===== src/rtl/mdu_iter_pkg.sv =====
// Shared definitions for the iterative multiply/divide unit: op codes,
// FSM state encodings and small decode helpers.
package mdu_iter_pkg;

  localparam int MDU_WIDTH = 32;

  // MDU operation codes carried on the op port alongside start
  typedef enum logic [2:0] {
    MDU_NOP   = 3'd0,
    MDU_MULT  = 3'd1,
    MDU_MULTU = 3'd2,
    MDU_DIV   = 3'd3,
    MDU_DIVU  = 3'd4,
    MDU_MTHI  = 3'd5,
    MDU_MTLO  = 3'd6
  } mdu_op_e;

  // Sequencer states
  typedef enum logic [1:0] {
    ST_IDLE = 2'd0,
    ST_CALC = 2'd1,
    ST_FIX  = 2'd2
  } mdu_state_e;

  // True for the four ops that run through the multi-cycle datapath
  function automatic logic is_muldiv(input mdu_op_e op);
    return (op == MDU_MULT) || (op == MDU_MULTU) ||
           (op == MDU_DIV)  || (op == MDU_DIVU);
  endfunction

  // True for the ops whose operands are two's complement
  function automatic logic is_signed_op(input mdu_op_e op);
    return (op == MDU_MULT) || (op == MDU_DIV);
  endfunction

  // True for the divide ops
  function automatic logic is_div_op(input mdu_op_e op);
    return (op == MDU_DIV) || (op == MDU_DIVU);
  endfunction

endpackage


===== src/rtl/mdu_iter_step.sv =====
// One radix-2 iteration of the shared multiply/divide datapath.
// The 2*WIDTH accumulator holds {partial product, multiplier} when
// multiplying and {partial remainder, dividend/quotient} when dividing.
module mdu_iter_step
  import mdu_iter_pkg::*;
#(
  parameter int WIDTH = MDU_WIDTH
) (
  input  logic               is_div,
  input  logic [2*WIDTH-1:0] acc,
  input  logic [WIDTH-1:0]   operand,
  output logic [2*WIDTH-1:0] acc_next
);

  logic [WIDTH-1:0] addend;
  logic [WIDTH:0]   mul_sum;
  logic [WIDTH:0]   div_shift;
  logic [WIDTH:0]   div_trial;

  // Multiplicand gated by the current multiplier LSB
  genvar gi;
  generate
    for (gi = 0; gi < WIDTH; gi++) begin : g_gate
      assign addend[gi] = operand[gi] & acc[0];
    end
  endgenerate

  // Mul: add then shift right keeping the carry; div: restoring trial subtract
  always_comb begin
    mul_sum   = {1'b0, acc[2*WIDTH-1:WIDTH]} + {1'b0, addend};
    div_shift = {acc[2*WIDTH-1:WIDTH], acc[WIDTH-1]};
    div_trial = div_shift - {1'b0, operand};
    acc_next  = {mul_sum, acc[WIDTH-1:1]};
    if (is_div) begin
      // The partial remainder stays below the divisor, so the trial result
      // always fits in WIDTH bits when its sign bit is clear.
      if (!div_trial[WIDTH]) begin
        acc_next = {div_trial[WIDTH-1:0], acc[WIDTH-2:0], 1'b1};
      end else begin
        acc_next = {div_shift[WIDTH-1:0], acc[WIDTH-2:0], 1'b0};
      end
    end
  end

endmodule


===== src/rtl/mdu_iter.sv =====
// Iterative multiply/divide unit with architectural HI/LO registers.
// Runs one radix-2 step per cycle on magnitudes, then applies sign
// correction in a final fix-up cycle before writing HI/LO.
module mdu_iter
  import mdu_iter_pkg::*;
#(
  parameter int WIDTH = MDU_WIDTH,
  parameter int ITER  = WIDTH
) (
  input  logic             clk,
  input  logic             rstn,
  input  logic             start,
  input  logic [2:0]       op,
  input  logic [WIDTH-1:0] a,
  input  logic [WIDTH-1:0] b,
  input  logic             flush,
  output logic             busy,
  output logic             done,
  output logic [WIDTH-1:0] hi,
  output logic [WIDTH-1:0] lo
);

  localparam int CW = $clog2(ITER + 1);

  mdu_state_e         state_reg;
  logic [CW-1:0]      cnt_reg;
  logic [2*WIDTH-1:0] acc_reg;
  logic [WIDTH-1:0]   operand_reg;
  logic               is_div_reg;
  logic               neg_main_reg;
  logic               neg_rem_reg;
  logic               bzero_reg;
  logic [WIDTH-1:0]   hi_reg;
  logic [WIDTH-1:0]   lo_reg;
  logic               done_reg;

  mdu_op_e            op_e;
  logic               a_neg;
  logic               b_neg;
  logic [WIDTH-1:0]   a_abs;
  logic [WIDTH-1:0]   b_abs;
  logic [2*WIDTH-1:0] acc_next;
  logic [2*WIDTH-1:0] prod_fix;
  logic [WIDTH-1:0]   quo_fix;
  logic [WIDTH-1:0]   rem_fix;
  logic [WIDTH-1:0]   fix_hi_next;
  logic [WIDTH-1:0]   fix_lo_next;

  mdu_iter_step #(.WIDTH(WIDTH)) u_step (
    .is_div   (is_div_reg),
    .acc      (acc_reg),
    .operand  (operand_reg),
    .acc_next (acc_next)
  );

  // Operand decode: magnitudes and sign flags for signed ops
  always_comb begin
    op_e  = mdu_op_e'(op);
    a_neg = is_signed_op(op_e) & a[WIDTH-1];
    b_neg = is_signed_op(op_e) & b[WIDTH-1];
    a_abs = a_neg ? -a : a;
    b_abs = b_neg ? -b : b;
  end

  // Sign fix-up of the finished magnitude result
  always_comb begin
    prod_fix = neg_main_reg ? -acc_reg : acc_reg;
    quo_fix  = neg_main_reg ? -acc_reg[WIDTH-1:0] : acc_reg[WIDTH-1:0];
    rem_fix  = neg_rem_reg ? -acc_reg[2*WIDTH-1:WIDTH] : acc_reg[2*WIDTH-1:WIDTH];
    // A zero divisor yields an all-ones quotient regardless of signs; the
    // remainder already equals the dividend after sign restoration.
    if (bzero_reg) begin
      quo_fix = '1;
    end
    if (is_div_reg) begin
      fix_hi_next = rem_fix;
      fix_lo_next = quo_fix;
    end else begin
      fix_hi_next = prod_fix[2*WIDTH-1:WIDTH];
      fix_lo_next = prod_fix[WIDTH-1:0];
    end
  end

  // Sequencer, iteration counter, scratch and HI/LO registers
  always_ff @(posedge clk) begin
    if (!rstn) begin
      state_reg    <= ST_IDLE;
      cnt_reg      <= '0;
      acc_reg      <= '0;
      operand_reg  <= '0;
      is_div_reg   <= 1'b0;
      neg_main_reg <= 1'b0;
      neg_rem_reg  <= 1'b0;
      bzero_reg    <= 1'b0;
      hi_reg       <= '0;
      lo_reg       <= '0;
      done_reg     <= 1'b0;
    end else begin
      done_reg <= 1'b0;
      case (state_reg)
        ST_IDLE: begin
          // A squash in the same cycle drops the request entirely
          if (start && !flush) begin
            if (is_muldiv(op_e)) begin
              state_reg    <= ST_CALC;
              cnt_reg      <= '0;
              is_div_reg   <= is_div_op(op_e);
              neg_main_reg <= a_neg ^ b_neg;
              neg_rem_reg  <= a_neg;
              bzero_reg    <= is_div_op(op_e) && (b == '0);
              if (is_div_op(op_e)) begin
                acc_reg     <= {{WIDTH{1'b0}}, a_abs};
                operand_reg <= b_abs;
              end else begin
                acc_reg     <= {{WIDTH{1'b0}}, b_abs};
                operand_reg <= a_abs;
              end
            end else if (op_e == MDU_MTHI) begin
              hi_reg <= a;
            end else if (op_e == MDU_MTLO) begin
              lo_reg <= a;
            end
          end
        end
        ST_CALC: begin
          if (flush) begin
            state_reg <= ST_IDLE;
          end else begin
            acc_reg <= acc_next;
            cnt_reg <= cnt_reg + CW'(1);
            if (cnt_reg == CW'(ITER - 1)) begin
              state_reg <= ST_FIX;
            end
          end
        end
        ST_FIX: begin
          state_reg <= ST_IDLE;
          if (!flush) begin
            hi_reg   <= fix_hi_next;
            lo_reg   <= fix_lo_next;
            done_reg <= 1'b1;
          end
        end
        default: begin
          state_reg <= ST_IDLE;
        end
      endcase
    end
  end

  assign busy = (state_reg != ST_IDLE);
  assign done = done_reg;
  assign hi   = hi_reg;
  assign lo   = lo_reg;

endmodule


===== config.mk =====
export PLATFORM = sky130hd
export DESIGN_NAME = mdu_iter
export DESIGN_NICKNAME = d
export VERILOG_FILES = /design/src/rtl/mdu_iter_pkg.sv /design/src/rtl/mdu_iter_step.sv /design/src/rtl/mdu_iter.sv
export SDC_FILE = /design/constraint.sdc
export NUM_CORES = 1
export LEC_CHECK = 0
export ABC_AREA = 0
export ABC_CLOCK_PERIOD_IN_PS = 4800
export CORE_ASPECT_RATIO = 1.2
export CORE_MARGIN = 2
export CORE_UTILIZATION = 45
export CTS_BUF_LIST = sky130_fd_sc_hd__clkbuf_4
export DETAILED_ROUTE_END_ITERATION = 6
export PLACE_DENSITY_LB_ADDON = 0.25
export SKIP_LAST_GASP = 1
export SLEW_MARGIN = 20
export SYNTH_ARGS = -nofsm -noshare
export SYNTH_HDL_FRONTEND = slang
export SYNTH_SLANG_ARGS = --single-unit

===== constraint.sdc =====
create_clock -name clk -period 4.8 [get_ports clk]
set_clock_uncertainty 0.05 [all_clocks]
set_input_delay 1.2 -clock clk [delete_from_list [all_inputs] [get_ports clk]]
set_output_delay 1.2 -clock clk [all_outputs]
set_load 0.05 [all_outputs]

==> impl_metrics.tcl, run 1 <==
set metrics [dict create \
    cts_root_buf "clkbuf_4" \
    synth_nets 2206 \
    num_rows 72 \
    core_sq_mm 0.0323 \
    vias_per_cell 6.15 \
    die-area_sq_mm 0.0343 \
    path_clk_slew_ps 160 \
    rsz0062_at_grt "false" \
    synth_cell_types 78 \
    cts_htree_levels 4 \
    vdd_ir_drop_max_uv 137 \
    crit_arrival_ps 4720 \
    netlist_instances 2064 \
    timing.final.crit_period_ps 4210 \
    cts_resized 0 \
    grt_first_pass_wirelength_um 85300 \
    die_w_um 169 \
    avgSynthCellArea_sq_um 7.15 \
    die_y_um 202 \
    synth_seq_cells 173 \
    cts_tree "built" \
    drive_gt1_share_pct 5.95 \
    cts_buffers 17 \
    firstDrtPassIters 6 \
    timing.hold.ws_ps 423 \
    yosys.area.top_type_share_pct 23.5 \
    tns_ps 0 \
    powerDensity_mw_per_mm2 216 \
    cts_sinks 173 \
    drtAntennaViolNets 0 \
    grt_start_max_net_pins 102 \
    syn_to_final_growth_pct 14.4 \
    yosysSeqAreaShare_pct 23.5 \
    max_freq_mhz 237 \
    dr_total_vias 15700 \
    drv_slew 0 \
    leakagePower_nw 6.48 \
    io_buffer_count 136 \
    path_class "flip-flop to flip-flop" \
    start_kind "flip-flop" \
    final_cells 2560 \
    clkLatencyLatePin_ps 670 \
    outcome "finished clean" \
    hold_viol_final 0 \
    io_pins 137 \
    grt_use_total_pct 32.2 \
    worstSetupEndpointType "flip-flop" \
    post_cts_buffers 0 \
    wl_per_cell_um 21.8 \
    crit_required_ps 5310 \
    clockBufferDepth 2 \
    slew_headroom_pct 23.2 \
    finalCritPeriodShare_pct 87.8 \
    grt-ovfl-total 0 \
    dp.cells 2527 \
    final_nets 2281 \
    worst_hold_path_type "flip-flop to flip-flop" \
    worst_pin_slew_ps 1150 \
    finalSetupViolations 0 \
    synth-main-ff-cell "dfxtp_1" \
    synth_top_cell_by_area "dfxtp_1" \
    ys_top_cells_by_area "dfxtp_1 (23%), nand2_1 (7.2%), xnor2_1 (6.2%)" \
    async_flop_share_pct 0 \
    grt_pass1_vias 14700 \
    wl_um 55700 \
    critPathMaxFanout 16 \
    place.gp.congestion 1.03 \
    drtIter0Drc 1533 \
    yosys_warnings 0 \
    synth_edf_count 0 \
    antenna_found_initial 2 \
    initial_core_util_pct 45.7 \
    max-cap-violations 0 \
    hpwlAfterDp_um 42900 \
    drcViolationCount 0 \
    cts_hold_buf 0 \
    synth_area_sq_mm 0.0148 \
    largest_reg_flops 64 \
]
==> final cells by class <==
| type | count | area, sq um |
|---|---|---|
| antenna | 1 | 2.50 |
| clock buffer | 18 | 135 |
| clock inverter | 14 | 181 |
| fill | 3180 | 15400 |
| inverter | 60 | 225 |
| multi-input combinational | 1694 | 10600 |
| sequential | 173 | 3460 |
| tap | 407 | 509 |
| timing repair buffer | 193 | 1800 |
==> final timing paths <==
| path | from | endpoint | slack [ps] | cells after the start |
|---|---|---|---|---|
| worst min-delay path | hi[20] | hi[20] | 420 | 2 |
| worst max-delay path | acc_reg[32] | acc_reg[46] | 590 | 13 |
| worst max register to register | acc_reg[32] | acc_reg[46] | 590 | 13 |
| worst min register to register | hi[20] | hi[20] | 420 | 2 |
==> worst max-delay path, cell delays in order (launching register included) <==
cell,delay (ps)
dfxtp_1,510
inv_1,220
fa_1,470
nand2b_1,200
a21oi_1,220
o41a_1,270
a211oi_1,140
or4_1,540
a21oi_1,310
nor3_1,140
nor2_4,420
buf_4,290
mux2i_1,220
o21ai_0,90
==> per-stage QoR <==
stage,power [mW],worst slack [ps],instance area [sq um],util [%]
2_1_floorplan,2.31,1210,14800,-
3_3_place_gp,2.67,450,16600,51.3
3_5_place_dp,2.67,474,16600,51.3
4_1_cts,3.65,659,16900,52.3
5_1_grt,3.82,328,16900,52.3
6_report,3.65,587,16900,52.3
==> placed cells by master (no fill, tap or decap), types with 21 or more instances in the layout <==
cell type	n
and2_1	23
nor3_1	52
clkdlybuf4s50_1	135
mux2i_1	49
xor2_1	68
nand2_1	281
buf_4	56
xnor2_1	105
nor2b_1	29
a311oi_1	21
nor2_1	207
o21ai_0	145
a21boi_0	29
a211oi_1	28
a21oi_1	166
a21o_1	30
nand3_1	49
o211ai_1	31
o31ai_1	21
ha_1	69
inv_1	59
dfxtp_1	172
nand2b_1	23
==> synthesized netlist by cell type (21+ instances only) <==
master / number
nand3_1: 49
a21boi_0: 29
xor2_1: 68
inv_1: 59
mux2i_1: 49
nand2b_1: 24
nor2_1: 208
nand2_1: 281
o31ai_1: 21
o211ai_1: 31
xnor2_1: 105
a21oi_1: 166
clkbuf_1: 123
a311oi_1: 21
o21ai_0: 145
and2_1: 23
nor3_1: 52
a21o_1: 30
ha_1: 69
a211oi_1: 28
dfxtp_1: 173
nor2b_1: 30
==> cells by family (layout without fill, tap and decap cells) <==
logic type / count (synthesis) / in the layout / synth area share, %
compound gates: 618 / 618 / 26.8
simple gates: 779 / 779 / 24.5
fa+ha+maj: 71 / 71 / 6.12
buf+inv: 197 / 285 / 5.17
flops: 173 / 173 / 23.5
other cells: 0 / 1 / 0
mux: 53 / 53 / 3.63
xor+xnor: 173 / 173 / 10.3
==> metal layers <==
layer  share of wire (%)  GRT usage [%]  wire, um  vias up
met1                  42           41.9     23400     7306
met3                 8.1           5.44      4500      176
li1                    -              -         -     7513
met4                 6.5           20.0      3610        0
met5                   0              0         0        -
met2                  43           49.6     24200      750
==> where the power goes <==
group | internal [mW] | switching (mW) | total [mW]
clock | 0.377 | 0.603 | 0.981
combinational | 0.438 | 0.675 | 1.11
sequential | 1.48 | 0.0765 | 1.56
total | 2.30 | 1.35 | 3.65
Power figures use the tool's default switching activity.
==> run 2, diff against run 1 <==
--- a/config.mk
+++ b/config.mk
@@ -17,4 +17,5 @@
 export SLEW_MARGIN = 20
 export SYNTH_ARGS = -nofsm -noshare
 export SYNTH_HDL_FRONTEND = slang
+export SYNTH_HIERARCHICAL = 1
 export SYNTH_SLANG_ARGS = --single-unit
==> impl_metrics.tcl, run 2 <==
set metrics [dict create \
    outcome "finished clean" \
    rsz0062_at_grt "false" \
    final_nets 2355 \
    grt-ovfl-total 0 \
    min_from "lo[19]" \
    rr_startpoint "acc_reg[0]" \
    wl_um 65600 \
    async_flop_share_pct 0 \
    io_pins 137 \
    final_cells 2689 \
    yosysSeqAreaShare_pct 22.0 \
    cts_buffers 17 \
    clkLatencyLatePin_ps 640 \
    worst_hold_path_type "flip-flop to flip-flop" \
    synth_nets 2295 \
    initial_core_util_pct 45.3 \
    hold_viol_final 0 \
    hold_path_depth 2 \
    synth_area_sq_mm 0.0157 \
    met3_usage_pct 6.06 \
    drv_slew 0 \
    cts_sinks 173 \
    grt_use_total_pct 34.9 \
    synth_cell_types 88 \
    synth-main-ff-cell "dfxtp_1" \
    num-fill-cells 3463 \
    final_common_cell "a21oi_1" \
    crit_slowest_cell "dfxtp_1" \
    critPathMaxFanout 22 \
    postPlaceCellArea_sq_mm 0.0176 \
    grt_start_max_net_pins 94 \
    yosys.area.top_type_share_pct 22.0 \
    place.gp.congestion 1.00 \
    worst_pin_slew_ps 1060 \
    firstDrtPassIters 6 \
    dr_total_vias 17800 \
    crit_arrival_ps 4580 \
    timing.final.crit_period_ps 4090 \
    use_met2_pct 58.8 \
    max_freq_mhz 244 \
    path_clk_slew_ps 180 \
    cts_hold_buf 0 \
    timing.hold.ws_ps 400 \
    vias_per_cell 6.60 \
    drive_gt1_share_pct 7.05 \
    synth_top_cell_by_area "dfxtp_1" \
    yosys_warnings 6 \
    syn_to_final_growth_pct 13.2 \
    num_rows 75 \
    crit_required_ps 5290 \
    finalSetupViolations 0 \
    die-area_sq_mm 0.0365 \
    cts_root_buf "clkbuf_4" \
    r2r_cells 15 \
    path_cells "buf_4, buf_4, and2_1, ha_1, a211oi_1, nor2_1, o31ai_1, a2111oi_0, a211oi_1, nor3b_2, o21bai_1, a211oi_1, nor3_1, nand3_1, a21oi_1" \
    tns_ps 0 \
    synth.most_common_cell "a21oi_1" \
    final_cell_mix "a21oi_1 (227), nand2_1 (199), dfxtp_1 (172)" \
    antenna_found_initial 2 \
    die_w_um 175 \
    r2r_end "acc_reg[63]" \
    vdd_ir_drop_max_uv 142 \
    post_cts_buffers 0 \
    critPathMaxStageDelay_ps 600 \
    p_total_mw 3.60 \
    dp.cells 2656 \
    drtIter0Drc 2070 \
    slew_headroom_pct 28.4 \
    r2r_slack_ps 710 \
    largest_reg_flops 64 \
    ys_top_cells_by_count "a21oi_1 (227), nand2_1 (200), dfxtp_1 (173)" \
    hold_end "lo[19]" \
    path_buf_inv 2 \
    avgSynthCellArea_sq_um 7.30 \
    synth_edf_count 0 \
    worstSetupEndpointType "flip-flop" \
    cts_resized 0 \
    hpwlAfterDp_um 49700 \
    clockBufferDepth 2 \
    finalCritPeriodShare_pct 85.3 \
    path_delay_family "compound AO/OA/AOI/OAI gates" \
    wl_per_cell_um 24.4 \
    postLayoutCellArea_sq_mm 0.0178 \
    max-cap-violations 0 \
    io_buffer_count 136 \
    ys_top_cells_by_area "dfxtp_1 (22%), a21oi_1 (7.2%), xnor2_1 (5.8%)" \
    pre_cts_ws_ps 506 \
    grt_pass1_vias 16900 \
    cts_htree_levels 4 \
    crit_top_cell "a211oi_1" \
    start_kind "flip-flop" \
    core_sq_mm 0.0347 \
    path_class "flip-flop to flip-flop" \
    timing.final.ws_setup_ps 705 \
    leakagePower_nw 6.49 \
    die_y_um 209 \
    grt_first_pass_wirelength_um 99000 \
    netlist_instances 2153 \
    grt_use_met1_pct 41.9 \
    grt-busiest-layer "met2" \
    cts_tree "built" \
    powerDensity_mw_per_mm2 203 \
    final_util_pct 51.3 \
    synth_seq_cells 173 \
    drcViolationCount 0 \
    drtAntennaViolNets 0 \
]
[run 2: cell types whose count changed in the layout (fill, tap and decap cells not counted), sizes merged, moves of 19 or more]
| cell | before | now |
|---|---|---|
| xor2 | 68 | 48 |
| o221ai | 6 | 30 |
| nand3 | 49 | 89 |
| nor4 | 18 | 41 |
| o211ai | 31 | 55 |
| mux2 | 4 | 36 |
| or3 | 13 | 57 |
| nor2 | 209 | 147 |
| nor2b | 30 | 11 |
| a21boi | 29 | 2 |
| nand2 | 281 | 200 |
| a21oi | 166 | 231 |
[run 2: worst min-delay path, delay by kind of cell, from the launching register on]
kind	cells	cell delay [ps]
and+or+nand+nor	2	90
DFF	1	340
[run 2: worst max path at each step]
stage	startpoint	to	cells after the start
final	acc_reg[0]	acc_reg[63]	15
after detailed placement	a[0]	operand_reg[30]	9
after global placement	a[0]	operand_reg[30]	9
after global routing	acc_reg[0]	acc_reg[63]	15
after floorplan	acc_reg[0]	acc_reg[63]	15
after CTS	acc_reg[0]	acc_reg[63]	15
[run 2: cells by family (layout without fill, tap and decap cells)]
group | Yosys count | count (layout) | share of synthesized area, %
compound gates | 705 | 705 | 28.8
fa+ha+maj | 71 | 71 | 5.75
other cells | 0 | 1 | 0
buf+inv | 226 | 299 | 5.71
simple gates | 754 | 754 | 24.3
flops | 173 | 173 | 22.0
xor+xnor | 153 | 153 | 8.57
mux | 71 | 71 | 4.83
[run 2: metal layers]
metal  wire length (um)  part of all wire [%]
met5                 11                 0.017
met1              25500                    39
met3               5010                   7.6
met4               3990                   6.1
met2              31100                    47
[run 2: area by class of cell]
type	count	area [sq um]	share of cell area (%)
Antenna cell	1	2.50	0.0141
Clock buffer	17	128	0.717
Clock inverter	15	97.6	0.548
Inverter	69	259	1.46
Multi-Input combinational cell	1754	11400	64.1
Sequential cell	173	3470	19.5
Tap cell	462	578	3.25
Timing Repair Buffer	198	1860	10.4
[run 2: where the power goes]
group / total (mW) / switching, mW / internal (mW)
combinational: 1.25 / 0.789 / 0.458
clock: 0.790 / 0.587 / 0.204
sequential: 1.57 / 0.0845 / 1.48
total: 3.60 / 1.46 / 2.15
